===== src/rtl/binary_median_window_filter.sv =====
// binary_median_window_filter
// Slides a WIN x WIN window across an IMG_W x IMG_H 1-bit image held in an
// external pixel memory. Every window pixel is fetched with one read, the set
// pixels are counted, and one output pixel per window origin is written: it
// is set when the count of ones exceeds THRESH (majority / binary median).
// All outputs are registered. Output registers are loaded from the next-state
// values, so each output reflects the state the FSM is entering that cycle.
module binary_median_window_filter #(
    parameter int IMG_W  = 240,
    parameter int IMG_H  = 180,
    parameter int WIN    = 3,
    parameter int ADDR_W = 8,
    parameter int RD_LAT = 1,
    parameter int THRESH = (WIN * WIN) / 2
) (
    input  logic              clk,
    input  logic              reset,
    input  logic              start,
    output logic              rd_en,
    output logic [ADDR_W-1:0] rd_addr_x,
    output logic [ADDR_W-1:0] rd_addr_y,
    input  logic              rd_data,
    output logic              wr_en,
    output logic [ADDR_W-1:0] wr_addr_x,
    output logic [ADDR_W-1:0] wr_addr_y,
    output logic              wr_data,
    input  logic              wr_ready,
    output logic              busy,
    output logic              done,
    output logic [15:0]       window_count
);

    // ------------------------------------------------------------------
    // Derived sizes and constants
    // ------------------------------------------------------------------
    localparam int NPIX  = WIN * WIN;
    localparam int CNT_W = $clog2(NPIX + 1);
    localparam int OFF_W = $clog2(WIN);
    localparam int LAT_W = (RD_LAT > 1) ? $clog2(RD_LAT) : 1;

    localparam logic [ADDR_W-1:0] X_LAST   = ADDR_W'(IMG_W - WIN);
    localparam logic [ADDR_W-1:0] Y_LAST   = ADDR_W'(IMG_H - WIN);
    localparam logic [OFF_W-1:0]  OFF_LAST = OFF_W'(WIN - 1);
    localparam logic [LAT_W-1:0]  LAT_LAST = LAT_W'(RD_LAT - 1);
    localparam logic [CNT_W-1:0]  THR      = CNT_W'(THRESH);

    typedef enum logic [2:0] {
        S_IDLE  = 3'd0,
        S_FETCH = 3'd1,
        S_DRAIN = 3'd2,
        S_WRITE = 3'd3,
        S_DONE  = 3'd4
    } state_t;

    // Majority decision on a finished window count.
    function automatic logic f_majority(input logic [CNT_W-1:0] cnt);
        return (cnt > THR);
    endfunction

    // Zero-extend a window offset to address width.
    function automatic logic [ADDR_W-1:0] f_off_ext(input logic [OFF_W-1:0] off);
        return {{(ADDR_W - OFF_W){1'b0}}, off};
    endfunction

    // ------------------------------------------------------------------
    // State and working registers
    // ------------------------------------------------------------------
    state_t              r_state;
    logic [ADDR_W-1:0]   r_x;
    logic [ADDR_W-1:0]   r_y;
    logic [OFF_W-1:0]    r_i;
    logic [OFF_W-1:0]    r_j;
    logic [LAT_W-1:0]    r_lat;
    logic [CNT_W-1:0]    r_count;
    logic [RD_LAT-1:0]   r_vld;

    // Output registers
    logic                r_rd_en;
    logic [ADDR_W-1:0]   r_rd_addr_x;
    logic [ADDR_W-1:0]   r_rd_addr_y;
    logic                r_wr_en;
    logic [ADDR_W-1:0]   r_wr_addr_x;
    logic [ADDR_W-1:0]   r_wr_addr_y;
    logic                r_wr_data;
    logic                r_busy;
    logic                r_done;
    logic [15:0]         r_window_count;

    // Next-state values
    state_t              w_state_nxt;
    logic [ADDR_W-1:0]   w_x_nxt;
    logic [ADDR_W-1:0]   w_y_nxt;
    logic [OFF_W-1:0]    w_i_nxt;
    logic [OFF_W-1:0]    w_j_nxt;
    logic [LAT_W-1:0]    w_lat_nxt;
    logic [CNT_W-1:0]    w_count_nxt;
    logic [15:0]         w_wcnt_nxt;

    // Sample accumulation: rd_data only counts when the delayed strobe says
    // it answers one of our reads; the AND keeps an undriven bus out of count.
    logic                w_sample;
    logic [CNT_W-1:0]    w_count_acc;

    assign w_sample    = r_vld[RD_LAT-1] & rd_data;
    assign w_count_acc = r_count + {{(CNT_W - 1){1'b0}}, w_sample};

    // Next-state, origin/offset stepping and counter updates.
    always_comb begin
        w_state_nxt = r_state;
        w_x_nxt     = r_x;
        w_y_nxt     = r_y;
        w_i_nxt     = r_i;
        w_j_nxt     = r_j;
        w_lat_nxt   = r_lat;
        w_count_nxt = w_count_acc;
        w_wcnt_nxt  = r_window_count;

        case (r_state)
            S_IDLE: begin
                if (start) begin
                    w_state_nxt = S_FETCH;
                    w_x_nxt     = {ADDR_W{1'b0}};
                    w_y_nxt     = {ADDR_W{1'b0}};
                    w_i_nxt     = {OFF_W{1'b0}};
                    w_j_nxt     = {OFF_W{1'b0}};
                    w_count_nxt = {CNT_W{1'b0}};
                    w_wcnt_nxt  = 16'd0;
                end else begin
                    w_state_nxt = S_IDLE;
                end
            end

            S_FETCH: begin
                // Row-major walk: j is the inner (column) offset.
                if (r_j == OFF_LAST) begin
                    w_j_nxt = {OFF_W{1'b0}};
                    if (r_i == OFF_LAST) begin
                        w_i_nxt     = {OFF_W{1'b0}};
                        w_lat_nxt   = {LAT_W{1'b0}};
                        w_state_nxt = S_DRAIN;
                    end else begin
                        w_i_nxt = r_i + {{(OFF_W - 1){1'b0}}, 1'b1};
                    end
                end else begin
                    w_j_nxt = r_j + {{(OFF_W - 1){1'b0}}, 1'b1};
                end
            end

            S_DRAIN: begin
                // Wait out the memory latency so the last sample lands.
                if (r_lat == LAT_LAST) begin
                    w_state_nxt = S_WRITE;
                end else begin
                    w_lat_nxt = r_lat + {{(LAT_W - 1){1'b0}}, 1'b1};
                end
            end

            S_WRITE: begin
                if (wr_ready) begin
                    w_wcnt_nxt  = r_window_count + 16'd1;
                    w_count_nxt = {CNT_W{1'b0}};
                    w_i_nxt     = {OFF_W{1'b0}};
                    w_j_nxt     = {OFF_W{1'b0}};
                    if (r_x < X_LAST) begin
                        w_x_nxt     = r_x + {{(ADDR_W - 1){1'b0}}, 1'b1};
                        w_state_nxt = S_FETCH;
                    end else begin
                        w_x_nxt = {ADDR_W{1'b0}};
                        if (r_y < Y_LAST) begin
                            w_y_nxt     = r_y + {{(ADDR_W - 1){1'b0}}, 1'b1};
                            w_state_nxt = S_FETCH;
                        end else begin
                            w_state_nxt = S_DONE;
                        end
                    end
                end else begin
                    w_state_nxt = S_WRITE;
                end
            end

            S_DONE: begin
                w_state_nxt = S_IDLE;
            end

            default: begin
                w_state_nxt = S_IDLE;
            end
        endcase
    end

    // State, origin, offsets, drain counter and ones count.
    always_ff @(posedge clk) begin
        if (reset) begin
            r_state <= S_IDLE;
            r_x     <= {ADDR_W{1'b0}};
            r_y     <= {ADDR_W{1'b0}};
            r_i     <= {OFF_W{1'b0}};
            r_j     <= {OFF_W{1'b0}};
            r_lat   <= {LAT_W{1'b0}};
            r_count <= {CNT_W{1'b0}};
        end else begin
            r_state <= w_state_nxt;
            r_x     <= w_x_nxt;
            r_y     <= w_y_nxt;
            r_i     <= w_i_nxt;
            r_j     <= w_j_nxt;
            r_lat   <= w_lat_nxt;
            r_count <= w_count_nxt;
        end
    end

    // Read-valid delay line: bit RD_LAT-1 marks the cycle rd_data is ours.
    always_ff @(posedge clk) begin
        if (reset) begin
            r_vld <= {RD_LAT{1'b0}};
        end else begin
            r_vld[0] <= r_rd_en;
            for (int k = 1; k < RD_LAT; k++) begin
                r_vld[k] <= r_vld[k-1];
            end
        end
    end

    // Registered outputs derived from the state being entered.
    always_ff @(posedge clk) begin
        if (reset) begin
            r_rd_en        <= 1'b0;
            r_rd_addr_x    <= {ADDR_W{1'b0}};
            r_rd_addr_y    <= {ADDR_W{1'b0}};
            r_wr_en        <= 1'b0;
            r_wr_addr_x    <= {ADDR_W{1'b0}};
            r_wr_addr_y    <= {ADDR_W{1'b0}};
            r_wr_data      <= 1'b0;
            r_busy         <= 1'b0;
            r_done         <= 1'b0;
            r_window_count <= 16'd0;
        end else begin
            r_rd_en        <= (w_state_nxt == S_FETCH);
            r_rd_addr_x    <= w_x_nxt + f_off_ext(w_j_nxt);
            r_rd_addr_y    <= w_y_nxt + f_off_ext(w_i_nxt);
            r_wr_en        <= (w_state_nxt == S_WRITE);
            r_wr_addr_x    <= w_x_nxt;
            r_wr_addr_y    <= w_y_nxt;
            // Result is latched on entry to WRITE and held through a stall.
            if (w_state_nxt == S_WRITE) begin
                r_wr_data <= f_majority(w_count_nxt);
            end else begin
                r_wr_data <= r_wr_data;
            end
            r_busy         <= (w_state_nxt != S_IDLE);
            r_done         <= (w_state_nxt == S_DONE);
            r_window_count <= w_wcnt_nxt;
        end
    end

    assign rd_en        = r_rd_en;
    assign rd_addr_x    = r_rd_addr_x;
    assign rd_addr_y    = r_rd_addr_y;
    assign wr_en        = r_wr_en;
    assign wr_addr_x    = r_wr_addr_x;
    assign wr_addr_y    = r_wr_addr_y;
    assign wr_data      = r_wr_data;
    assign busy         = r_busy;
    assign done         = r_done;
    assign window_count = r_window_count;

endmodule


===== config.mk =====
export PLATFORM = sky130hd
export DESIGN_NAME = binary_median_window_filter
export DESIGN_NICKNAME = d
export VERILOG_FILES = /design/src/rtl/binary_median_window_filter.sv
export SDC_FILE = /design/constraint.sdc
export NUM_CORES = 1
export LEC_CHECK = 0
export CORE_UTILIZATION = 35
export DETAILED_ROUTE_END_ITERATION = 6
export PLACE_DENSITY_LB_ADDON = 0.1
export RECOVER_POWER = 50
export REMOVE_ABC_BUFFERS = 1
export SYNTH_ARGS = -nofsm -noshare
export SYNTH_HDL_FRONTEND = slang
export SYNTH_SLANG_ARGS = --single-unit

===== constraint.sdc =====
create_clock -name clk -period 5.7 [get_ports clk]
set_input_delay 1.71 -clock clk [delete_from_list [all_inputs] [get_ports clk]]
set_output_delay 1.71 -clock clk [all_outputs]
set_load 0.1 [all_outputs]

==> metrics <==
Synth Register Bits between 60 and 70; drt drc 1; Rows 34; remaining antenna violation count after routing 0; Global Route met3 Usage 0.04295; largest family of logic cells by synthesized area simple AND/OR/NAND/NOR gates; routability cong. between 0.8 and 0.9; Tot Pwr roughly 850 uW; Cell Pwr Density about 210 nW/um^2; global-route wire length before repair around 12000 um; most common cell in the netlist dfxtp_1; met1 GRT Util 0.2065; WL final between 7000 and 8000 um; area growth from synthesis to layout 24.96%; CTS Hold Bufs 0; final worst path period share 0.7759; Yosys top cell area share 0.4006; number of antenna violations at the first check in global routing 0; startpoint class of the critical path input port; fmax 226.1 MHz; Chip Width 98.34 um; XOR/XNOR Fraction of Synth Area 0.05663; Sequential cell area ~1300 um^2; Simple-Gate Fraction of Synth Area 0.2804; worst skew pair latency between 300 and 400 ps; n_diodes 0; fillers approximately 900; critical setup path kind input port to flip-flop; GRT Residual Overflow 0; Worst-path clk slew ~70 ps; Nets 438; Worst R2R Setup Slack 2370 ps; total CTS buffers 9; initial DRC count 99; GR peak layer met2; crit path time final 4423 ps; main flop type after synthesis dfxtp_1; htree depth 3; VDD IR max roughly 120 uV; die height approximately 100 um; All-Layer GR Usage 0.1574; via count 2752; register area share after synthesis 0.4006; Setup Skew 7.753 ps; Post-Route Utilization 0.4587; largest net degree at the start of global routing 52; cells resized by post-CTS repair 0; layout cells sized above 1 0.09647; Worst Tran Pin Value 2161 ps; Hold WC Path Type flip-flop to flip-flop; GR Util met2 0.2470; leading area contributor after synthesis dfxtp_1; Max Cap Viol 1; Mapped Avg Cell Area just under 9 um^2; Post-synth EDFFs 0; drt pass-1 iters 7; Multi-input gate area between 1500 and 2000 um^2; final slew viol count 52; status complete, but fails checks; Leak ~0.0015 uW; clock tree root driver cell clkbuf_8; compound-cell area share of the yosys netlist 0.1556; Hold Fails Final Rpt 0; distinct cell type count after synthesis 66; CTS sink cnt between 60 and 70; Adder-Cell Fraction of Synth Area 0.05470; I/O pin total slightly below 60; CP arrival between 4000 and 5000 ps; Core ar. about 8800 um^2; Routed WL per cell 13.63 um; async set-reset flop share out of synthesis 0; slew margin rel. -0.4405; Crit. End Element flip-flop; Avg Vias per Cell between 5 and 6; synth cell count leaders dfxtp_1, nor2_1, nand2_1, nor2b_1, a21oi_1; clk buf depth 2; mapped cell area ~3200 um^2; CP max FO 4; CP required between 5000 and 6000 ps; setup bufs post-CTS 0; Total Neg Setup Slack 0 ps; port buffer count 57; failing checks DRC, capacitance limit, slew limit; RSZ-0062 raised after global routing false; vias in the first global route between 2000 and 3000; yosys warns 0; CTS tree built; Die ar. 9670 um^2; initial core utilization 0.3671; main area contributors after synthesis dfxtp_1, nor2_1, ha_1; DP HPWL a little over 5000 um; mux cell area share after synthesis 0.01194; Post-Syn Instances around 360; setup violators final 0
[worst paths after layout]
| kind | startpoint | to | depth (start not counted) |
|---|---|---|---|
| max | start | rd_addr_x[7]$_SDFF_PP0_ | 11 |
| min | rd_en$_SDFF_PP0_ | r_vld$_SDFF_PP0_ | 1 |
| max reg2reg | wr_addr_x[0]$_SDFF_PP0_ | rd_addr_x[7]$_SDFF_PP0_ | 14 |
| min reg2reg | rd_en$_SDFF_PP0_ | r_vld$_SDFF_PP0_ | 1 |
[layout make-up]
type	count	share of cell area
Multi-Input combinational cell	271	0.4476
Inverter	14	0.01295
Timing Repair Buffer	59	0.1433
Clock inverter	7	0.01171
Clock buffer	9	0.03052
Tap cell	108	0.03329
Sequential cell	65	0.3206
[registers in the layout (all words and copies together) (netlist names), 2 cells and up]
| signal | count |
|---|---|
| r_i | 2 |
| rd_addr_x | 8 |
| wr_addr_y | 8 |
| wr_addr_x | 8 |
| window_count | 16 |
| r_j | 2 |
| rd_addr_y | 8 |
| r_state | 3 |
| r_count | 4 |
[through the flow]
step / instance area (um^2) / cells / setup WS [ps] / hold slack, ps
floorplan: 3171 / 350 / 1653 / 523.2
global placement: 3891 / 517 / 1065 / 454.2
detailed placement: 3891 / 517 / 964.1 / 456.4
CTS: 4063 / 533 / 1342 / 468.5
global route: 4059 / 533 / 1039 / 484.0
finish: 4059 / 533 / 1277 / 460.9
[placed cells by master, fill, tap and decap left out, types with 4 or more instances in the layout]
master	netlist	layout
a21oi_1	15	15
a31oi_1	14	14
clkbuf_8	0	9
clkdlybuf4s50_1	0	35
dfxtp_1	65	65
dlygate4sd3_1	0	22
ha_1	11	11
inv_1	14	14
nand2_1	24	24
nand2b_1	4	4
nand3_1	14	14
nand3b_1	6	6
nand4_1	8	8
nor2_1	46	46
nor2b_1	19	19
nor3_1	9	9
nor3b_1	4	4
o21ai_0	8	8
o31ai_1	4	4
or3_1	5	5
xnor2_1	8	8
xor2_1	13	13
[routing by layer]
metal,wire (um),share of wire,up-vias
met3,276,0.038,13
met1,3602,0.50,1280
met4,95,0.013,0
li1,-,-,1402
met2,3292,0.45,57
met5,0,0,-
[power by group]
group / leakage, uW / switching (uW) / total, uW / internal, uW
registers: 0.000525 / 2.58 / 460 / 457
clock network: 0.0000850 / 185 / 341 / 156
logic: 0.000870 / 33.2 / 45.2 / 12.0
total: 0.00148 / 221 / 847 / 626
[kinds of logic after synthesis]
kind of cell	Yosys count
DFF	65
adders and majority gates	13
AOI/OAI and AO/OA	69
buffers and inverters	28
muxes	3
and+or+nand+nor	165
xor gates and xnor gates	21
[critical path, cell delays in order]
cell and delay [ps]:
clkdlybuf4s50_1 530, or3b_1 430, a21o_1 220, a22oi_1 330, inv_1 80, ha_1 280
a21oi_1 50, a311oi_1 470, o211ai_1 220, xnor2_1 190, nor2_1 50
Note: power is estimated with default switching activity, not from simulation.
